===== src/rtl/bin2bcd_seq.sv =====
// Sequential binary-to-BCD converter using shift-add-3 (double dabble), one shift per clock.
// Results are registered once per conversion, so bcd_out/ndigits never show partial values.
module bin2bcd_seq #(
  parameter int unsigned WIDTH  = 32,
  parameter int unsigned DIGITS = 10
) (
  input  logic                  clk,
  input  logic                  rst,
  input  logic                  start,
  input  logic [WIDTH-1:0]      bin_in,
  output logic                  busy,
  output logic                  done,
  output logic [4*DIGITS-1:0]   bcd_out,
  output logic [3:0]            ndigits
);

  localparam int unsigned SW = 4 * DIGITS + WIDTH;
  localparam int unsigned CW = $clog2(WIDTH + 1);

  typedef enum logic [1:0] {StIdle, StShift, StFinish} state_e;

  state_e               state_q, state_d;
  logic [SW-1:0]        scratch_q, adjusted;
  logic [CW-1:0]        cnt_q;
  logic                 busy_q, done_q;
  logic [4*DIGITS-1:0]  bcd_q;
  logic [3:0]           ndigits_q, ndigits_calc;
  logic                 load, shift_en, finish;

  always_ff @(posedge clk) begin
    if (rst) begin
      state_q <= StIdle;
    end else begin
      state_q <= state_d;
    end
  end

  always_comb begin
    state_d = state_q;
    unique case (state_q)
      StIdle:   if (start) state_d = StShift;
      StShift:  if (cnt_q == CW'(1)) state_d = StFinish;
      StFinish: state_d = StIdle;
      default:  state_d = StIdle;
    endcase
  end

  always_comb begin
    load     = (state_q == StIdle) && start;
    shift_en = (state_q == StShift);
    finish   = (state_q == StFinish);
  end

  // Every BCD nibble >= 5 gets +3 in parallel before the shift.
  always_comb begin
    adjusted = scratch_q;
    for (int unsigned i = 0; i < DIGITS; i++) begin
      if (scratch_q[WIDTH+4*i +: 4] >= 4'd5) begin
        adjusted[WIDTH+4*i +: 4] = scratch_q[WIDTH+4*i +: 4] + 4'd3;
      end
    end
  end

  always_comb begin
    ndigits_calc = 4'd1;
    for (int unsigned i = 0; i < DIGITS; i++) begin
      if (scratch_q[WIDTH+4*i +: 4] != 4'd0) ndigits_calc = 4'(i + 1);
    end
  end

  always_ff @(posedge clk) begin
    if (rst) begin
      scratch_q <= '0;
      cnt_q     <= '0;
      busy_q    <= 1'b0;
      done_q    <= 1'b0;
      bcd_q     <= '0;
      ndigits_q <= 4'd1;
    end else begin
      done_q <= finish;
      if (load) begin
        scratch_q <= {{(4*DIGITS){1'b0}}, bin_in};
        cnt_q     <= CW'(WIDTH);
        busy_q    <= 1'b1;
      end
      if (shift_en) begin
        scratch_q <= adjusted << 1;
        cnt_q     <= cnt_q - CW'(1);
      end
      if (finish) begin
        bcd_q     <= scratch_q[SW-1 -: 4*DIGITS];
        ndigits_q <= ndigits_calc;
        busy_q    <= 1'b0;
      end
    end
  end

  assign busy    = busy_q;
  assign done    = done_q;
  assign bcd_out = bcd_q;
  assign ndigits = ndigits_q;

endmodule


===== config.mk =====
export PLATFORM = sky130hd
export DESIGN_NAME = bin2bcd_seq
export DESIGN_NICKNAME = d
export VERILOG_FILES = /design/src/rtl/bin2bcd_seq.sv
export SDC_FILE = /design/constraint.sdc
export NUM_CORES = 1
export LEC_CHECK = 0
export CORE_ASPECT_RATIO = 2
export CORE_UTILIZATION = 59
export DETAILED_ROUTE_END_ITERATION = 8
export PLACE_DENSITY_LB_ADDON = 0.05
export SLEW_MARGIN = 20
export SYNTH_ARGS = -nofsm -noshare
export SYNTH_HDL_FRONTEND = slang
export SYNTH_SLANG_ARGS = --single-unit

===== constraint.sdc =====
create_clock -name clk -period 3.2 [get_ports clk]
set_input_delay 0.48 -clock clk [delete_from_list [all_inputs] [get_ports clk]]
set_output_delay 0.48 -clock clk [all_outputs]
set_load 0.01 [all_outputs]

; ---- Word level (Yosys, flattened, before mapping)
; Index checks and enable logic that the tools add are counted.
[classes]
n_addsub = 11
magnitude_cmp = 10
n_eq_ne = 5
muxes = 26
n_reduce_logical = 15
[ops]
columns = op, count
row1 = 2-to-1 mux 72 bit, 2
row2 = 2-to-1 mux 4 bit, 17
row3 = >= comparator 4 x 3 -> 1 bit (second input constant), 10
row4 = adder 4 x 2 -> 4 bit (second input constant), 9
row5 = nonzero test 4 bit, 9
row6 = 2-to-1 mux 6 bit, 2
row7 = equality test 6 x 1 -> 1 bit (second input constant), 1
row8 = 2-to-1 mux 2 bit, 3
row9 = subtractor 6 x 1 -> 6 bit (second input constant), 1
row10 = one-hot mux 2 bit (2 select lines), 1
row11 = OR reduction 2 bit, 2
row12 = adder 3 x 2 -> 3 bit (second input constant), 1
row13 = 2-to-1 mux 3 bit, 1
row14 = equality test 2 x 1 -> 1 bit (second input constant), 1
row15 = equality test 2 bit (second input constant), 1
row16 = zero test 2 bit, 1
row17 = inequality test 2 x 1 -> 1 bit (second input constant), 1
row18 = inequality test 2 bit (second input constant), 1
row19 = AND reduction 2 bit, 1
row20 = nonzero test 2 bit, 1
row21 = logical AND 1 bit, 1
[word_totals]
reg_bits = 126
in_bits = 35
out_inout_bits = 46
wordCells = 75

; ---- Longest topological paths before layout
; Gate-level depths: netlist (run 1).
[depth]
depth_word = 10
mapped_depth = 6
mapped_depth_nobuf = 6

; ---- Worst setup path after synthesis (run 1)
; OpenSTA, ideal clock, no wires.
[synth_path]
path_type = reg-to-reg
start = register scratch_q[48]
end = register ndigits_q[0] (netlist: ndigits[0])
t_arrival_ns = 1.523
required_ns = 3.078
path_slack_ns = 1.555
path_stages_with_launch = 7
n_path_buf = 0
cell_sequence = dfxtp_1 inv_1 ha_1 or3b_4 a211oi_2 o21ai_1 a221o_1
[synth_between]
elab_chain_cells = 7
[synth_rtl]
columns = item, line
row1 = "start, declared", 23  ; logic [SW-1:0] scratch_q, adjusted;
row2 = "start signal, assigned", 82  ; scratch_q <= {{(4*DIGITS){1'b0}}, bin_in};
row3 = "start signal, assigned", 87  ; scratch_q <= adjusted << 1;
row4 = nonzero test 4 bit, 67  ; if (scratch_q[WIDTH+4*i +: 4] != 4'd0) ndigits_calc = 4'(i + 1);
row5 = 2-to-1 mux 4 bit (6 in a row), 67
row6 = "end signal, assigned", 92  ; ndigits_q <= ndigits_calc;
row7 = "end, declared", 27  ; logic [3:0] ndigits_q, ndigits_calc;
; No other way between the ends.
; A chain may end at the register's enable or synchronous reset.

; ---- Worst setup path in the final report (run 1)
[layout_path]
start = register state_q[1]
end = register ndigits_q[0] (netlist: ndigits[0])
[layout_between]
elab_chain_cells = 1
[layout_rtl]
columns = item, line
row1 = "start, declared", 22  ; state_e state_q, state_d;
row2 = "start signal, assigned", 32  ; state_q <= StIdle;
row3 = "start signal, assigned", 34  ; state_q <= state_d;
row4 = equality test 2 bit, 51  ; finish = (state_q == StFinish);
; No other way between the ends.

==> impl_metrics.ini, run 1 <==
[logic_synthesis]
yosys.area.top_type = dfxtp_1
synth_area_leaders = dfxtp_1 42%, a21oi_1 10%, nand2_1 5.7%, nor2_1 5.7%, ha_1 4.5%
seq_area_frac_synth_pct = 41.5
synth_top_area_share_pct = 41.5
syn-num-nets = 804
syn_avg_cell_area_sq_um = 8.13
syn_inst = 747
yosysUniqueCellTypes = 45
ys_ff_latch = 126
ys_warn_count = 0
synthesis.area_sq_mm = 0.00607

[placed_design]
post-place-ws_ns = 1.06
place_congestion = 0.814
hpwl_microns = 9520
portBuffers = 80
dpl-instance-area_sq_mm = 0.00692

[grt]
grt_usage_pct = 28.8
grt_pass1_vias = 5269
grt-ovfl-total = 0
grt_start_max_net_pins = 43
grt_antenna_before_repair = 0
grt_pass1_wl_microns = 24300

[floorplan]
chipWidth_microns = 73.8
io_pins = 81
start_util_pct = 60.2
fp-row-count = 52
die_area_sq_mm = 0.0107
coreArea_sq_mm = 0.0101
die_h_microns = 146

[clock_tree]
insertion_delay_ns = 0.42
root_buffer = clkbuf_16
cts_max_path_buffers = 2
post-cts-setup-buffers = 0
cts_hold_buf = 0
clock_sinks = 126
clk_pin_slew_ns = 0.05
cts_made_buffers = 17
tritoncts = done
cts_resized = 0
htree_levels = 4

[sta]
finalSetupViolations = 0
period_share_pct = 62.7
fin_worst_skew_ns = 0.0108
hold_viol = 0
maxSlewViolCount = 0
worst_pin_slew_ns = 0.647
finalWorstSetupSlack_ns = 1.19
fmax_mhz = 498
setup-tns-final_ns = 0
post-route-min-period_ns = 2.01
rsz0062_at_grt = false
max_slew_margin_pct = 56.9

[layout]
final_util_pct = 74.0
seqCellArea_sq_mm = 0.00252
areaGrowthSynthToFinish_pct = 22.8
n_antenna_cell = 0
drive_gt1_share_pct = 10.0
fillers = 810
final_area_sq_mm = 0.00746
multi_input_area_sq_mm = 0.00318
nets = 865

[route]
ant_nets = 0
first_pass_iters = 6
detail_route.vias_per_cell = 5.79
wire_per_inst_microns = 15.3
drtIter0Drc = 259
wl_microns = 14500
drc = 0
via_count = 5516

[power]
p_per_area_mw_per_mm2 = 508
internal_power_mw = 2.88
pwr-share-clk_pct = 46.7
combPwrFrac_pct = 9.2
p_switching_mw = 0.909
swShare_pct = 24.0
p_leak_nw = 2.82
seqPwrFrac_pct = 44.1
ir_drop_uv = 438

[critical_path]
reg2reg_slack_ns = 1.19
r2r-start = state_q[1]
crit_chain = nand2b_1, a311oi_1, a221o_1
critPathRequiredTime_ns = 3.55
cp-end-kind = flip-flop
worstSetupPathType = reg -> reg
path_max_fanout = 38
slowest_stage = dfxtp_2
critPathLaunchType = flip-flop
worst_path_largest_cell_delay_ns = 0.74
startpoint = state_q[1]
cp.arrival_ns = 2.36

[hold_path]
hold_class = reg -> reg
hold_start = bcd_out[19]

[run]
cap_violations = 0

[status]
status = completed
## kinds of logic after synthesis
family	count (synthesis)	share of synthesized area (%)
AND/OR/NAND/NOR	271	20.5
adder cells (fa/ha/maj)	22	4.53
multiplexers	12	2.00
flip-flops	126	41.5
AO/OA/AOI/OAI	208	22.8
XOR/XNOR	17	2.45
buffers and inverters	91	6.16
## sequential cells by signal (all words and copies together), names as in the netlist
signal	cells
done	1
state_q	2
ndigits	4
cnt_q	6
busy	1
scratch_q	72
bcd_out	40
## critical path: cells and delay by family, from the launching register on
kind             cells  cell delay (ns)
AO/OA/AOI/OAI        2             0.69
flip-flops           1             0.74
AND/OR/NAND/NOR      1             0.52
## cell usage in the layout, fill, tap and decap left out, types with 5 or more instances in the layout
cell             Yosys  final
nand2_1             93     93
nor2b_1             19     17
ha_1                22     22
a2111oi_2           10     10
nand2b_1            12     12
a22o_1              19     19
o221a_2             16     16
nor3_1              13     13
mux2i_1             11     11
or3b_1               5      5
xnor2_1             10     10
nor2_1              93     93
a21oi_1            122    122
dfxtp_1            126    125
clkbuf_16            0     17
or3_1               10     10
clkdlybuf4s50_1      0     78
xor2_1               7      7
buf_4                1     16
nand3_1             13     13
clkinv_2             0      6
inv_1               38     38
o21ai_1              6      6
o21ai_0             15     15
## power groups by stage
stage               Sequential [mW]  Combinational, mW  Clock, mW
floorplan                      1.69              0.243          0
global placement               1.70              0.334          0
detailed placement             1.70              0.346          0
CTS                            1.67              0.349       1.78
global route                   1.67              0.385       1.86
finish                         1.67              0.350       1.77
## cell usage after synthesis (all sizes together)
cell	instances
dfxtp	126
a21oi	122
nand2	93
nor2	93
inv	38
clkbuf	27
buf	26
ha	22
o21ai	21
a22o	20
nor2b	19
o221a	16
a2111oi	15
nor3	14
nand3	13
nand2b	12
mux2i	11
or3	10
xnor2	10
or3b	7
xor2	7
nor3b	6
a211oi	5
a311oi	2
nor4	2
o211ai	2
a221o	1
a22oi	1
and2	1
and3	1
mux2	1
o21bai	1
o311ai	1
o31ai	1
## per-layer routing
metal / wire (microns) / GRT usage (%) / vias to the layer above
met2: 7980 / 51.2 / 183
met3: 575 / 5.89 / 38
met5: 0 / 0 / -
li1: - / - / 2688
met4: 374 / 12.2 / 0
met1: 5620 / 31.8 / 2607
## layout make-up
cell class,instances,share of cell area [%]
clock buffers,21,6.30
flip-flops and latches,126,33.8
well taps,135,2.26
repair buffers,95,12.1
multi-input cells,530,42.7
inverters,38,1.91
clock inverters,8,0.905
## per-stage QoR
step / hold slack (ns) / power, mW / cells
after CTS: 0.453 / 3.80 / 953
after detailed placement: 0.445 / 2.04 / 924
after floorplan: 0.443 / 1.93 / 747
after global placement: 0.442 / 2.03 / 924
after global routing: 0.464 / 3.92 / 953
final: 0.450 / 3.79 / 953
## path summary, 6_finish.rpt
check / cells after the start / end
hold reg to reg: 2 / bcd_out[19]
setup reg to reg: 3 / ndigits[0]
setup / recovery: 3 / ndigits[0]
hold / removal: 2 / bcd_out[19]
No activity file was read; power rests on OpenSTA's default activity.
==> inputs of run 2 (changes only) <==
- CORE_UTILIZATION: 59 -> 55
- clock period: 3.2 -> 2 ns (I/O delays scaled with it)
==> impl_metrics.ini, run 2 (synthesized netlist as in run 1, its figures left out) <==
[critical_path]
cp.arrival_ns = 2.19
critPathLaunchType = flip-flop
crit_chain = inv_1, ha_1, or3b_1, a311oi_1, a221o_1
cp-end-kind = flip-flop
path_buf_inv = 1
worst_path_largest_cell_delay_ns = 0.47
slowest_stage = or3b_1
path_max_fanout = 4
reg2reg_slack_ns = 0.17
cp_top_family = compound AO/OA/AOI/OAI gates
worstSetupPathType = reg -> reg
critPathRequiredTime_ns = 2.36

[grt]
grt-ovfl-total = 0
grt_start_max_net_pins = 68
grt_antenna_before_repair = 0
grt_usage_pct = 26.6
grt_pass1_wl_microns = 24400
grt_pass1_vias = 5217

[clock_tree]
cts_hold_buf = 0
cts_made_buffers = 17
post-cts-setup-buffers = 0
insertion_delay_ns = 0.42
tritoncts = done
clk_pin_slew_ns = 0.06
cts_max_path_buffers = 2
htree_levels = 4
clock_sinks = 126
root_buffer = clkbuf_16

[floorplan]
die_area_sq_mm = 0.0115
fp-row-count = 54
io_pins = 81
start_util_pct = 56.2
die_h_microns = 151
coreArea_sq_mm = 0.0108
chipWidth_microns = 76.3

[sta]
rsz0062_at_grt = false
period_share_pct = 91.4
finalWorstSetupSlack_ns = 0.173
setup-tns-final_ns = 0
max_slew_margin_pct = 41.4
maxSlewViolCount = 0
fin_worst_skew_ns = 0.00579
hold_viol = 0
finalSetupViolations = 0
worst_pin_slew_ns = 0.876
fmax_mhz = 547
post-route-min-period_ns = 1.83

[power]
seqPwrFrac_pct = 41.1
p_switching_mw = 1.50
swShare_pct = 23.1
p_per_area_mw_per_mm2 = 853
ir_drop_uv = 698
internal_power_mw = 4.98
p_leak_nw = 2.87
combPwrFrac_pct = 8.6
pwr-share-clk_pct = 50.2

[route]
wl_microns = 14600
first_pass_iters = 4
detail_route.vias_per_cell = 5.63
drtIter0Drc = 302
wire_per_inst_microns = 15.2
ant_nets = 0
drc = 0
via_count = 5443

[layout]
nets = 870
regMostFlops = scratch_q
final_common_cell = dfxtp_1
drive_gt1_share_pct = 10.7
n_antenna_cell = 0
final_cell_mix = 125 x dfxtp_1, 122 x a21oi_1, 93 x nor2_1, 93 x nand2_1, 78 x clkdlybuf4s50_1
areaGrowthSynthToFinish_pct = 25.1
largest_register_ffs = 72

[run]
cap_violations = 0

[status]
status = completed

[placed_design]
post-place-ws_ns = 0.185
place_congestion = 0.806
portBuffers = 80
hpwl_microns = 9820

[hold_path]
hold_class = in -> reg
run 2: cell count changes in the layout (fill, tap and decap cells not counted):
cell and change:
buf_4 +4, buf_6 +1, bufinv_16 +3, clkbuf_1 +2, clkbuf_8 -1, clkinv_2 -4
clkinv_4 +1, clkinvlp_4 +2
run 2: path summary, 6_finish.rpt:
check / to / depth (start not counted) / from
min reg2reg: bcd_out[18] / 2 / bcd_out[18]
max reg2reg: ndigits[0] / 5 / scratch_q[61]
min: scratch_q[40] / 2 / rst
max: ndigits[0] / 5 / scratch_q[61]
run 2: final cells by class:
cell class | count | area, sq um
clock inverter | 10 | 161
fill | 927 | 3210
multi-input combinational | 530 | 3180
tap | 140 | 175
timing repair buffer | 100 | 947
clock buffer | 22 | 464
sequential | 126 | 2520
inverter | 38 | 143
run 2: per-stage QoR:
stage                     hold slack [ns]  utilization [%]  power [mW]  std cells  area (sq um)
after CTS                           0.162             70.2        6.51        966          7590
after global placement              0.443             64.5        3.26        934          6970
after floorplan                     0.443                -        3.09        747          6070
final                               0.171             70.3        6.48        966          7600
after global routing                0.173             70.3        6.70        966          7600
after detailed placement            0.446             64.5        3.27        934          6970
run 2: timing repair:
item / CTS / global route
endpoints found under the hold margin: 0 / 0
gates resized for setup: 0 / 1
endpoints found under the setup margin: 0 / 1
run 2: power by group through the flow:
stage	sequential (mW)	combinational [mW]	clock (mW)
floorplan	2.70	0.388	0
detailed placement	2.72	0.553	0
global route	2.68	0.619	3.40
CTS	2.67	0.560	3.28
finish	2.67	0.560	3.26
global placement	2.72	0.540	0
run 2: per-layer routing:
layer / part of all wire [%] / global-route usage, % / vias to the layer above
li1: - / - / 2708
met1: 39 / 27.7 / 2572
met2: 55 / 50.4 / 131
met3: 3.2 / 5.09 / 32
met4: 2.6 / 13.0 / 0
met5: 0 / 0 / -
